==> config.mk <==
export PLATFORM = sky130hd
export DESIGN_NAME = gcd_share_ctrl_flat
export DESIGN_NICKNAME = d
export VERILOG_FILES = /design/src/rtl/gcd_share_ctrl_pkg.sv /design/src/rtl/gcd_share_ctrl_if.sv /design/src/rtl/gcd_share_ctrl_arb.sv /design/src/rtl/gcd_share_ctrl.sv /design/src/flat_wrapper.sv
export SDC_FILE = /design/constraint.sdc
export NUM_CORES = 1
export LEC_CHECK = 0
export BUFFER_PORTS_ARGS = -buffer_cell sky130_fd_sc_hd__buf_2
export CAP_MARGIN = 20
export CORE_MARGIN = 2
export CORE_UTILIZATION = 40
export DETAILED_ROUTE_END_ITERATION = 12
export GPL_TIMING_DRIVEN = 0
export PLACE_DENSITY = 0.68
export SKIP_LAST_GASP = 1
export SLEW_MARGIN = 15
export SYNTH_ARGS = -nofsm -noshare
export SYNTH_HDL_FRONTEND = slang
export SYNTH_HIERARCHICAL = 1
export SYNTH_SLANG_ARGS = --single-unit
export TNS_END_PERCENT = 1
==> constraint.sdc <==
create_clock -name clk -period 11 [get_ports clk]
set_input_delay 1.1 -clock clk [delete_from_list [all_inputs] [get_ports clk]]
set_output_delay 1.1 -clock clk [all_outputs]
set_load 0.02 [all_outputs]
==> src/rtl/gcd_share_ctrl_pkg.sv <==
// Shared types for the GCD engine sharing controller: FSM encoding, default
// width and the round-robin pointer increment.
package gcd_share_ctrl_pkg;

    localparam int DEF_W = 16;

    typedef enum logic [2:0] {
        ST_IDLE   = 3'd0,
        ST_LOAD_A = 3'd1,
        ST_LOAD_B = 3'd2,
        ST_WAIT   = 3'd3,
        ST_RESP   = 3'd4
    } state_e;

    function automatic int rr_next(input int idx, input int n);
        return (idx + 1 >= n) ? 0 : idx + 1;
    endfunction

endpackage

==> src/rtl/gcd_share_ctrl_if.sv <==
// Requester and engine signal bundle. Requester handshake: req/operands are held
// until the one-cycle ack pulse; the result comes back as a one-cycle resp_valid.
interface gcd_share_ctrl_if #(
    parameter int NREQ = 4,
    parameter int W    = 16
);
    logic [NREQ-1:0]   req;
    logic [NREQ*W-1:0] req_a;
    logic [NREQ*W-1:0] req_b;
    logic [NREQ-1:0]   ack;
    logic [NREQ-1:0]   resp_valid;
    logic [W-1:0]      resp_data;
    logic              resp_err;
    logic              eng_start;
    logic [W-1:0]      eng_data;
    logic              eng_done;
    logic [W-1:0]      eng_result;

    modport master (
        output req, req_a, req_b, eng_done, eng_result,
        input  ack, resp_valid, resp_data, resp_err, eng_start, eng_data
    );

    modport slave (
        input  req, req_a, req_b, eng_done, eng_result,
        output ack, resp_valid, resp_data, resp_err, eng_start, eng_data
    );
endinterface

==> src/rtl/gcd_share_ctrl_arb.sv <==
// Combinational round-robin pick: first set request at or after ptr_i, wrapping.
module rr_arbiter #(
    parameter int NREQ = 4,
    parameter int IDXW = $clog2(NREQ)
) (
    input  logic [NREQ-1:0] req_i,
    input  logic [IDXW-1:0] ptr_i,
    output logic [NREQ-1:0] grant_o,
    output logic [IDXW-1:0] idx_o
);
    logic            found;
    logic [IDXW-1:0] cand;

    always_comb begin
        grant_o = '0;
        idx_o   = '0;
        found   = 1'b0;
        cand    = '0;
        for (int k = 0; k < NREQ; k++) begin
            cand = IDXW'((int'(ptr_i) + k) % NREQ);
            if (!found && req_i[cand]) begin
                found         = 1'b1;
                grant_o[cand] = 1'b1;
                idx_o         = cand;
            end
        end
    end
endmodule

==> src/rtl/gcd_share_ctrl.sv <==
// Shares one subtractive GCD engine among NREQ requesters: arbitrate, serially
// load A then B, wait for done under a watchdog, return the result.
module gcd_share_ctrl
    import gcd_share_ctrl_pkg::*;
#(
    parameter int NREQ    = 4,
    parameter int W       = DEF_W,
    parameter int TIMEOUT = 1023
) (
    input  logic                clk,
    input  logic                rst_n,
    gcd_share_ctrl_if.slave     bus,
    output logic                busy_o,
    output state_e              dbg_state_o
);
    localparam int IDXW = $clog2(NREQ);
    localparam int TW   = $clog2(TIMEOUT + 1);

    state_e          state_q, state_d;
    logic [IDXW-1:0] ptr_q, ptr_d;
    logic [IDXW-1:0] grant_q, grant_d;
    logic [W-1:0]    b_q, b_d;
    logic [TW-1:0]   timer_q, timer_d;
    logic [NREQ-1:0] ack_q, ack_d;
    logic [NREQ-1:0] resp_valid_q, resp_valid_d;
    logic [W-1:0]    resp_data_q, resp_data_d;
    logic            resp_err_q, resp_err_d;
    logic            busy_q, busy_d;
    logic            eng_start_q, eng_start_d;
    logic [W-1:0]    eng_data_q, eng_data_d;

    logic [NREQ-1:0] arb_grant;
    logic [IDXW-1:0] arb_idx;
    logic [W-1:0]    sel_a, sel_b;
    logic [NREQ-1:0] resp_hot;

    rr_arbiter #(.NREQ(NREQ), .IDXW(IDXW)) u_arb (
        .req_i   (bus.req),
        .ptr_i   (ptr_q),
        .grant_o (arb_grant),
        .idx_o   (arb_idx)
    );

    assign sel_a = bus.req_a[arb_idx*W +: W];
    assign sel_b = bus.req_b[arb_idx*W +: W];

    // The pointer advances at grant time; every grant either reaches RESP or is
    // wiped by reset, so this matches advancing it on the way out of RESP.
    always_comb begin
        state_d      = state_q;
        ptr_d        = ptr_q;
        grant_d      = grant_q;
        b_d          = b_q;
        timer_d      = timer_q;
        ack_d        = '0;
        resp_valid_d = '0;
        resp_data_d  = resp_data_q;
        resp_err_d   = resp_err_q;
        eng_start_d  = 1'b0;
        eng_data_d   = eng_data_q;
        resp_hot     = '0;
        resp_hot[grant_q] = 1'b1;
        case (state_q)
            ST_IDLE, ST_RESP: begin
                state_d = ST_IDLE;
                if (|bus.req) begin
                    grant_d = arb_idx;
                    ptr_d   = IDXW'(rr_next(int'(arb_idx), NREQ));
                    b_d     = sel_b;
                    ack_d   = arb_grant;
                    if (sel_a == '0 || sel_b == '0) begin
                        state_d      = ST_RESP;
                        resp_valid_d = arb_grant;
                        resp_data_d  = sel_a | sel_b;
                        resp_err_d   = ((sel_a | sel_b) == '0);
                    end else begin
                        state_d     = ST_LOAD_A;
                        eng_start_d = 1'b1;
                        eng_data_d  = sel_a;
                    end
                end
            end
            ST_LOAD_A: begin
                state_d    = ST_LOAD_B;
                eng_data_d = b_q;
            end
            ST_LOAD_B: begin
                state_d = ST_WAIT;
                timer_d = '0;
            end
            ST_WAIT: begin
                timer_d = timer_q + 1'b1;
                // timer_q == 0 marks the first WAIT cycle, where done is stale
                if (timer_q != '0 && bus.eng_done) begin
                    state_d      = ST_RESP;
                    resp_valid_d = resp_hot;
                    resp_data_d  = bus.eng_result;
                    resp_err_d   = 1'b0;
                end else if (timer_q == TW'(TIMEOUT - 1)) begin
                    state_d      = ST_RESP;
                    resp_valid_d = resp_hot;
                    resp_data_d  = '0;
                    resp_err_d   = 1'b1;
                end
            end
            default: state_d = ST_IDLE;
        endcase
        busy_d = (state_d != ST_IDLE);
    end

    always_ff @(posedge clk or negedge rst_n) begin
        if (!rst_n) begin
            state_q      <= ST_IDLE;
            ptr_q        <= '0;
            grant_q      <= '0;
            b_q          <= '0;
            timer_q      <= '0;
            ack_q        <= '0;
            resp_valid_q <= '0;
            resp_data_q  <= '0;
            resp_err_q   <= 1'b0;
            busy_q       <= 1'b0;
            eng_start_q  <= 1'b0;
            eng_data_q   <= '0;
        end else begin
            state_q      <= state_d;
            ptr_q        <= ptr_d;
            grant_q      <= grant_d;
            b_q          <= b_d;
            timer_q      <= timer_d;
            ack_q        <= ack_d;
            resp_valid_q <= resp_valid_d;
            resp_data_q  <= resp_data_d;
            resp_err_q   <= resp_err_d;
            busy_q       <= busy_d;
            eng_start_q  <= eng_start_d;
            eng_data_q   <= eng_data_d;
        end
    end

    assign bus.ack        = ack_q;
    assign bus.resp_valid = resp_valid_q;
    assign bus.resp_data  = resp_data_q;
    assign bus.resp_err   = resp_err_q;
    assign bus.eng_start  = eng_start_q;
    assign bus.eng_data   = eng_data_q;
    assign busy_o         = busy_q;
    assign dbg_state_o    = state_q;
endmodule

==> src/flat_wrapper.sv <==
// flat-port wrapper written by rule: the top's interface ports become plain ports
module gcd_share_ctrl_flat import gcd_share_ctrl_pkg::*;
#(
    parameter int NREQ    = 4,
    parameter int W       = DEF_W,
    parameter int TIMEOUT = 1023
)
  (clk, rst_n, busy_o, dbg_state_o, bus_req, bus_req_a, bus_req_b, bus_eng_done, bus_eng_result, bus_ack, bus_resp_valid, bus_resp_data, bus_resp_err, bus_eng_start, bus_eng_data);
  gcd_share_ctrl_if #(.NREQ(NREQ), .W(W)) bus_i ();
  input  logic clk;
  input  logic rst_n;
  output logic busy_o;
  output state_e dbg_state_o;
  input wire logic [$bits(bus_i.req)-1:0] bus_req;
  input wire logic [$bits(bus_i.req_a)-1:0] bus_req_a;
  input wire logic [$bits(bus_i.req_b)-1:0] bus_req_b;
  input wire logic [$bits(bus_i.eng_done)-1:0] bus_eng_done;
  input wire logic [$bits(bus_i.eng_result)-1:0] bus_eng_result;
  output wire logic [$bits(bus_i.ack)-1:0] bus_ack;
  output wire logic [$bits(bus_i.resp_valid)-1:0] bus_resp_valid;
  output wire logic [$bits(bus_i.resp_data)-1:0] bus_resp_data;
  output wire logic [$bits(bus_i.resp_err)-1:0] bus_resp_err;
  output wire logic [$bits(bus_i.eng_start)-1:0] bus_eng_start;
  output wire logic [$bits(bus_i.eng_data)-1:0] bus_eng_data;
  assign bus_i.req = bus_req;
  assign bus_i.req_a = bus_req_a;
  assign bus_i.req_b = bus_req_b;
  assign bus_i.eng_done = bus_eng_done;
  assign bus_i.eng_result = bus_eng_result;
  assign bus_ack = bus_i.ack;
  assign bus_resp_valid = bus_i.resp_valid;
  assign bus_resp_data = bus_i.resp_data;
  assign bus_resp_err = bus_i.resp_err;
  assign bus_eng_start = bus_i.eng_start;
  assign bus_eng_data = bus_i.eng_data;
  gcd_share_ctrl #(.NREQ(NREQ), .W(W), .TIMEOUT(TIMEOUT)) u_core (.clk(clk), .rst_n(rst_n), .bus(bus_i), .busy_o(busy_o), .dbg_state_o(dbg_state_o));
endmodule
# Yosys cells after proc, flatten, opt, wreduce, memory -nomap -nowiden
# Index checks and enable logic that the tools add are counted.
[word_totals]
reg_bits = 76
input_bits = 151
word_cells = 129
out_inout_bits = 46
[classes]
n_shift = 2
bitwise_logic = 4
n_mux = 59
reduce_logical = 27
order_cmp = 11
addsub = 5
n_eq_ne = 9
[ops]
columns = ["operator", "n"]
rows = [
  ["$shiftx 64x7->16", 2],
  ["$mux 16", 6],
  ["$pmux 16 s2", 2],
  ["$logic_not 16->1", 3],
  ["$mux 4", 10],
  ["$pmux 10 s2", 1],
  ["$mux 1", 19],
  ["$or 16x16->16", 1],
  ["$lt 2x3->1 const B", 5],
  ["$mux 3", 4],
  ["$or 4x4->4", 3],
  ["$pmux 3 s4", 1],
  ["$add 10x1->10 const B", 1],
  ["$demux 1 s2", 5],
  ["$eq 10x10->1 const B", 1],
  ["$ge 2x1->1 const B", 5],
  ["$mux 2", 5],
  ["$reduce_bool 10->1", 1],
  ["$logic_and 1x1->1", 9],
  ["$bmux 1 s2", 4],
  ["$pmux 4 s2", 1],
  ["$eq 3x2->1 const B", 2],
  ["$reduce_bool 2->1", 3],
  ["$add 2x2->2 const B", 2],
  ["other kinds (18)", 21],
]

# Longest topological paths before layout
# Gate-level depths: netlist of run 1.
[logic_depth]
ltp_word = 19
mapped_depth = 18

# Cells and area by module
# The synthesis of run 1 kept the hierarchy.
[modules_own_cells]
columns = ["mod", "area_each_um2", "cells_per_inst", "seq_area_each_um2", "instances"]
rows = [
  ["gcd_share_ctrl", 4399.2, 402, 1901.8, 1],
  ["rr_arbiter", 419.2, 46, 0.0, 1],
]

# Least setup slack after synthesis of run 1
# No wires, ideal clock.
[synth_timing]
path_type = "input -> register"
startpoint = "in bus_req[2]"
endpoint = "reg u_core.resp_data_q[10], in the netlist u_core/bus.resp_data[10]"
stages = 14
setup_ns = 0.125
t_arrival_ns = 4.319
slack_ns = 6.556
required_time_ns = 10.875
path_buffers = 3
cell_sequence = "mux4_2 > nor2b_4 > o21ai_1 > and3_1 > o22ai_1 > clkbuf_1 > clkbuf_1 > mux4_2 > nor4_2 > nand4_1 > nand2_2 > a21oi_4 > buf_8 > mux2_4"
[synth_between]
elab_chain_len = 17
word_cells_on_any_way = 34
[synth_lines]
columns = ["item", "line_no", "text"]
rows = [
  ["start, declared", "flat_wrapper.sv:14", "input wire logic [$bits(bus_i.req)-1:0] bus_req;"],
  ["$bmux 1 s2", "gcd_share_ctrl_arb.sv:21", "if (!found && req_i[cand]) begin"],
  ["$mux 1 (not written as such)", "gcd_share_ctrl_arb.sv:21", ""],
  ["$mux 1", "gcd_share_ctrl_arb.sv:21", ""],
  ["$logic_not 1->1", "gcd_share_ctrl_arb.sv:21", ""],
  ["$logic_and 1x1->1", "gcd_share_ctrl_arb.sv:21", ""],
  ["$mux 1", "gcd_share_ctrl_arb.sv:21", ""],
  ["$logic_not 1->1", "gcd_share_ctrl_arb.sv:21", ""],
  ["$logic_and 1x1->1", "gcd_share_ctrl_arb.sv:21", ""],
  ["(+2 left out)", "n/a", ""],
  ["$logic_and 1x1->1", "gcd_share_ctrl_arb.sv:21", ""],
  ["$mux 2 *", "gcd_share_ctrl_arb.sv:21", ""],
  ["net u_core.arb_idx[1]", "gcd_share_ctrl.sv:33", "logic [IDXW-1:0] arb_idx;"],
  ["$shiftx 64x7->16 (on tied branches)", "gcd_share_ctrl.sv:44, gcd_share_ctrl.sv:45", ""],
  ["$logic_not 16->1 or $or 16x16->16 (tied branches)", "gcd_share_ctrl.sv:71, gcd_share_ctrl.sv:74", ""],
  ["$logic_or 1x1->1 or $mux 16 (tied branches)", "gcd_share_ctrl.sv:71", "if (sel_a == '0 || sel_b == '0) begin"],
  ["$ne 2x1->1 (no line) or $mux 16 (tied branches)", "n/a", ""],
  ["$reduce_and 4->1 (no line) or $pmux 16 s2 (tied branches)", "n/a", ""],
  ["end signal, assigned", "gcd_share_ctrl.sv:133", "resp_data_q <= resp_data_d;"],
  ["end, declared", "gcd_share_ctrl.sv:26", "logic [W-1:0] resp_data_q, resp_data_d;"],
]
# The timed path passes the listed nets; every way through them passes the cells marked *. The select of a mux whose other input is x is not followed.
# A chain may end at the register's enable or synchronous reset.

# Worst setup path after layout of run 1
[layout_timing]
startpoint = "reg u_core.ptr_q[0]"
endpoint = "reg u_core.resp_data_q[10], in the netlist u_core/bus.resp_data[10]"
[layout_between]
elab_chain_len = 17
word_cells_on_any_way = 35
[layout_lines]
columns = ["item", "line_no", "text"]
rows = [
  ["start, declared", "gcd_share_ctrl.sv:20", "logic [IDXW-1:0] ptr_q, ptr_d;"],
  ["start signal, assigned", "gcd_share_ctrl.sv:127", "ptr_q <= ptr_d;"],
  ["branches (longest 11 deep; another with $add 2x1->2)", "n/a", ""],
  ["$mux 2 *", "gcd_share_ctrl_arb.sv:21", ""],
  ["net u_core.arb_idx[1]", "gcd_share_ctrl.sv:33", ""],
  ["$shiftx 64x7->16 (on tied branches)", "gcd_share_ctrl.sv:44, gcd_share_ctrl.sv:45", ""],
  ["$logic_not 16->1 or $or 16x16->16 (tied branches)", "gcd_share_ctrl.sv:71, gcd_share_ctrl.sv:74", ""],
  ["$logic_or 1x1->1 or $mux 16 (tied branches)", "gcd_share_ctrl.sv:71", ""],
  ["$ne 2x1->1 (no line) or $mux 16 (tied branches)", "n/a", ""],
  ["$reduce_and 4->1 (no line) or $pmux 16 s2 (tied branches)", "n/a", ""],
]
# Mark *: on every way through the listed nets, which the timed path passes. The select of a mux whose other input is x is not followed.

==> results of run 1 <==
-- stage by stage --
stage / hold slack (ps) / util, % / std cells
6_report: 477 / 53.1 / 808
5_1_grt: 506 / 53.1 / 808
4_1_cts: 478 / 53.1 / 808
3_5_place_dp: 463 / 50.7 / 792
3_3_place_gp: 459 / 50.4 / 791
2_1_floorplan: 446 / - / 448
-- synthesized netlist by cell type, drive strengths merged (3+ instances only) --
master / number
o21ai: 50
nor3: 4
clkbuf: 19
buf: 11
inv: 9
or3: 3
o31ai: 7
ha: 9
a21oi: 20
nand3: 6
and2: 5
mux2: 17
mux4: 36
nor4: 9
nor2: 24
and3: 5
a22oi: 8
dfrtp: 76
nand2: 87
mux2i: 19
-- how the worst max path moves through the flow --
stage,start,to,slack (ps),cells after the start
6_report,u_core/ptr_q[0],u_core/bus.resp_data[10],5500,17
5_1_grt,u_core/ptr_q[0],u_core/bus.resp_data[10],5220,17
4_1_cts,u_core/ptr_q[0],u_core/bus.resp_data[10],5520,17
3_5_place_dp,bus_req[2],u_core/bus.resp_data[10],5460,15
3_3_place_gp,bus_req[2],u_core/bus.resp_data[11],5580,15
2_1_floorplan,bus_req[2],u_core/bus.resp_data[10],6560,14
-- power breakdown --
group | internal [mW] | switching, mW
Clock | 0.170 | 0.115
Combinational | 0.576 | 0.833
Sequential | 0.399 | 0.0734
-- state kept, by name (all words and copies together), names as in the netlist --
name	count
u_core/ptr_q	2
u_core/bus.resp_data	16
u_core/bus.resp_err	1
u_core/busy_o	1
u_core/timer_q	10
u_core/bus.resp_valid	4
u_core/bus.eng_data	16
u_core/bus.eng_start	1
u_core/bus.ack	4
u_core/grant_q	2
u_core/b_q	16
u_core/dbg_state_o	3
-- cells by family (layout without fill, tap and decap cells) --
kind of cell | after synthesis | after routing | share of synthesized area (%)
fa+ha+maj | 9 | 9 | 2.34
simple gates | 150 | 150 | 14.4
buf+inv | 39 | 252 | 4.36
mux | 72 | 72 | 26.3
compound gates | 102 | 102 | 13.1
flops | 76 | 76 | 39.5
-- routing by layer --
metal  wire (µm)  share of wire [%]  GRT usage (%)
met4         515                3.4           11.1
met5           0                  0              0
met2        7320                 48           39.2
met3        1070                7.0           4.14
met1        6410                 42           31.3
-- final cells by class --
| cell class | count | area share, % |
|---|---|---|
| multi-input cells | 333 | 42.9 |
| flip-flops and latches | 76 | 30.2 |
| repair buffers | 197 | 16.0 |
| clock buffers | 12 | 4.23 |
| well taps | 147 | 2.92 |
| plain buffers | 30 | 2.80 |
| inverters | 9 | 0.536 |
| clock inverters | 4 | 0.357 |
-- critical path, cell delays in order, from the launching register on --
cell and delay (ps):
dfrtp_1 500, buf_2 280, inv_1 110, ha_1 420
mux4_2 470, nor2b_4 220, o21ai_1 90, and3_1 190
o22ai_1 180, clkbuf_1 360, clkbuf_1 560, mux4_2 470
nor4_2 360, nand4_1 240, nand2_2 220, a21oi_4 160
buf_8 220, mux2_4 300
==> impl_metrics.ini, run 1 <==
[status]
status = finished, final reports clean

[synthesis]
yosysUniqueCellTypes = 51
yosysTopAreaCell = dfrtp_1
synthArstFlopShare_pct = 100
ys_warn_count = 6
avgSynthCellArea_um2 = 10.8
synth_fp_nets = 608
synth_edf_count = 0
syn-cell-area_mm2 = 0.00482
synthesis.instances = 448
synth_top_area_share_pct = 39.5
synthTopCellsByArea = dfrtp_1 39%, mux4_2 12%, nand2_1 6.7%
ys_seq_area_share_pct = 39.5
ys_seq_elements = 76
synthFlopType = dfrtp_1

[setup_path]
cp-start-kind = register
worstSetupEndpointType = register
setup.worst_path.class = reg2reg
r2r_setup_slack_ps = 5500
reg2reg_depth = 17
r2r-start = u_core/ptr_q[0]
critPathMaxFanout = 10
cp_data_arrival_time_ps = 5710
rr_endpoint = u_core/bus.resp_data[10]
worst_ep_required_time_ps = 11220

[clocking]
tritoncts = yes
h-tree-depth = 3
cts_max_path_buffers = 2
clk_pin_slew_ps = 60
cts_made_buffers = 9
root_buffer = clkbuf_16
hold_buffers = 0
clock_latency_ps = 340
cts.sink_count = 76
post_cts_resized = 0
cts_setup_buffers = 0

[floorplan]
rows = 40
die_w_um = 114
coreArea_mm2 = 0.0119
start_util_pct = 40.6
num_io_pins = 197
die_height_um = 114
dieArea_mm2 = 0.0129

[flow_run]
cap_violations = 0

[routing]
drtPass1Iterations = 5
avgViaCountPerCell = 5.61
num_vias = 4529
drt_wl_total_um = 15300
drt_iter0_drc = 299
ant_nets = 0
route.detailed.wl_per_inst_um = 19.0
drcViolationCount = 0

[layout]
final_common_cell = buf_2
nFillCells = 1064
area_delta_synth_final_pct = 30.8
final_cell_mix = 198 x buf_2, 86 x nand2_1, 76 x dfrtp_1
ff_latch_area_mm2 = 0.00190
drive_gt1_share_pct = 41.6
nets = 816
antenna_cells = 0
multi_input_area_mm2 = 0.00271
fin_area_mm2 = 0.00630

[sta]
finalMaxSlewViolations = 0
min_period_ps = 5500
period_share_pct = 50.0
clock.fmax_mhz = 182
tightest_slew_ps = 662
final.setup.tns_ps = 0
report.final.setup_viol = 0
finalHoldViolCount = 0
slew_headroom_pct = 55.5
fin_skew_ps = 8.25
rsz0062_at_grt = false
fin_ws_ps = 5500

[global_routing]
antenna_found_initial = 0
grt_pass1_vias = 4566
grt_util_all_layers_pct = 24.0
grt_pass1_wl_um = 23800
overflow = 0
grt_start_max_net_pins = 58

[place]
io_buffers = 196
dp_slack_ps = 5460
dpl-instance-area_mm2 = 0.00601
gp_congestion = 0.906
dp_hpwl_um = 12100

[worst_hold_path]
holdPathStages = 2
hold_start = u_core/b_q[2]
hp-class = reg2reg
holdPathEnd = u_core/b_q[2]

[pwr]
peakVddDrop_mv = 0.174
power_mw = 2.17
p_leak_nw = 3.01
pwr_density_cell_mw_per_mm2 = 344
(Power assumes the default switching activity.)
==> run 2: changes to the inputs <==
clock period = 5.6 ns   (was 11 ns; I/O delays follow)
==> impl_metrics.ini, run 2 (synthesis results as in run 1) <==
[status]
status = finished, final reports clean

[layout]
drive_gt1_share_pct = 42.1
nets = 816
nFillCells = 1066
final_cell_mix = 198 x buf_2, 86 x nand2_1, 76 x dfrtp_1
area_delta_synth_final_pct = 30.9
antenna_cells = 0
final_core_util_pct = 53.2
final_common_cell = buf_2

[clocking]
cts_made_buffers = 9
clk_pin_slew_ps = 60
tritoncts = yes
clock_latency_ps = 340
cts.sink_count = 76
post_cts_resized = 0
cts_setup_buffers = 0
h-tree-depth = 3
cts_max_path_buffers = 2
hold_buffers = 0
root_buffer = clkbuf_16

[setup_path]
worstSetupEndpointType = register
r2r-start = u_core/ptr_q[0]
cp-start-kind = register
reg2reg_depth = 17
cp_data_arrival_time_ps = 5510
setup.worst_path.class = reg2reg
worst_ep_required_time_ps = 5820
rr_endpoint = u_core/bus.resp_data[10]
critPathMaxFanout = 10
r2r_setup_slack_ps = 310

[global_routing]
overflow = 0
grt_start_max_net_pins = 58
grt_pass1_vias = 4566
grt_util_all_layers_pct = 24.0
antenna_found_initial = 0
grt_pass1_wl_um = 23800

[place]
gp_congestion = 0.906
io_buffers = 196
dp_hpwl_um = 12100

[sta]
tightest_slew_ps = 664
finalMaxSlewViolations = 0
period_share_pct = 94.5
clock.fmax_mhz = 189
rsz0062_at_grt = false
report.final.setup_viol = 0
min_period_ps = 5290
slew_headroom_pct = 55.3
fin_skew_ps = 8.13
final.setup.tns_ps = 0
finalHoldViolCount = 0

[routing]
route.detailed.wl_per_inst_um = 19.0
avgViaCountPerCell = 5.62
drcViolationCount = 0
drt_wl_total_um = 15300
ant_nets = 0
drtPass1Iterations = 5
num_vias = 4539
drt_iter0_drc = 316

[floorplan]
coreArea_mm2 = 0.0119
die_height_um = 114
num_io_pins = 197
die_w_um = 114
rows = 40
start_util_pct = 40.6
dieArea_mm2 = 0.0129

[flow_run]
cap_violations = 0

[pwr]
pwr_density_cell_mw_per_mm2 = 677
p_leak_nw = 3.02
peakVddDrop_mv = 0.341

[worst_hold_path]
hp-class = in2async
[run 2: cell count changes in the layout (fill, tap and decap cells not counted), sizes merged]
cell    before  now
buf        208  207
clkbuf      31   32
[run 2: power breakdown]
group | total (mW) | switching, mW | internal (mW)
Sequential | 0.928 | 0.145 | 0.783
Combinational | 2.78 | 1.64 | 1.14
Clock | 0.562 | 0.228 | 0.334
Total | 4.27 | 2.01 | 2.25
[run 2: layout make-up]
class                      instances  area, µm²  area share, %
timing repair buffer             197       1010           16.0
buffer                            30        180           2.86
multi-input combinational        333       2710           42.9
tap                              147        184           2.92
sequential                        76       1900           30.2
clock inverter                     4       22.5          0.357
clock buffer                      12        267           4.23
inverter                           9       33.8          0.536
[run 2: how the worst max path moves through the flow]
stage,start,endpoint
after floorplan,u_core/ptr_q[0],u_core/bus.resp_data[10]
after global placement,u_core/ptr_q[0],u_core/bus.resp_data[11]
after detailed placement,u_core/ptr_q[0],u_core/bus.resp_data[10]
after CTS,u_core/ptr_q[0],u_core/bus.resp_data[10]
after global routing,u_core/ptr_q[0],u_core/bus.resp_data[10]
final,u_core/ptr_q[0],u_core/bus.resp_data[10]
[run 2: worst max-delay path, stage by stage, from the launching register on]
cell	delay, ps
dfrtp_1	500
buf_2	280
inv_1	120
ha_1	430
mux4_2	470
nor2b_4	220
o21ai_1	90
and3_1	190
o22ai_1	190
clkbuf_1	370
clkbuf_2	380
mux4_2	420
nor4_2	360
nand4_1	240
nand2_2	230
a21oi_4	160
buf_8	220
mux2_4	300
[run 2: through the flow]
stage	cells	setup WS (ps)	power, mW	hold slack [ps]	instance area (µm²)
floorplan	448	1280	2.82	264	4820
global placement	791	304	3.61	459	5980
detailed placement	792	135	3.68	463	6010
CTS	808	121	4.26	116	6300
global route	808	53.9	4.53	122	6310
finish	808	306	4.27	108	6310
[run 2: routing by layer]
| layer | global-route usage, % | share of wire (%) | up-vias |
|---|---|---|---|
| li1 | - | - | 2074 |
| met1 | 31.3 | 42 | 2227 |
| met2 | 39.2 | 48 | 202 |
| met3 | 4.14 | 6.5 | 36 |
| met4 | 11.1 | 3.4 | 0 |
| met5 | 0 | 0 | - |
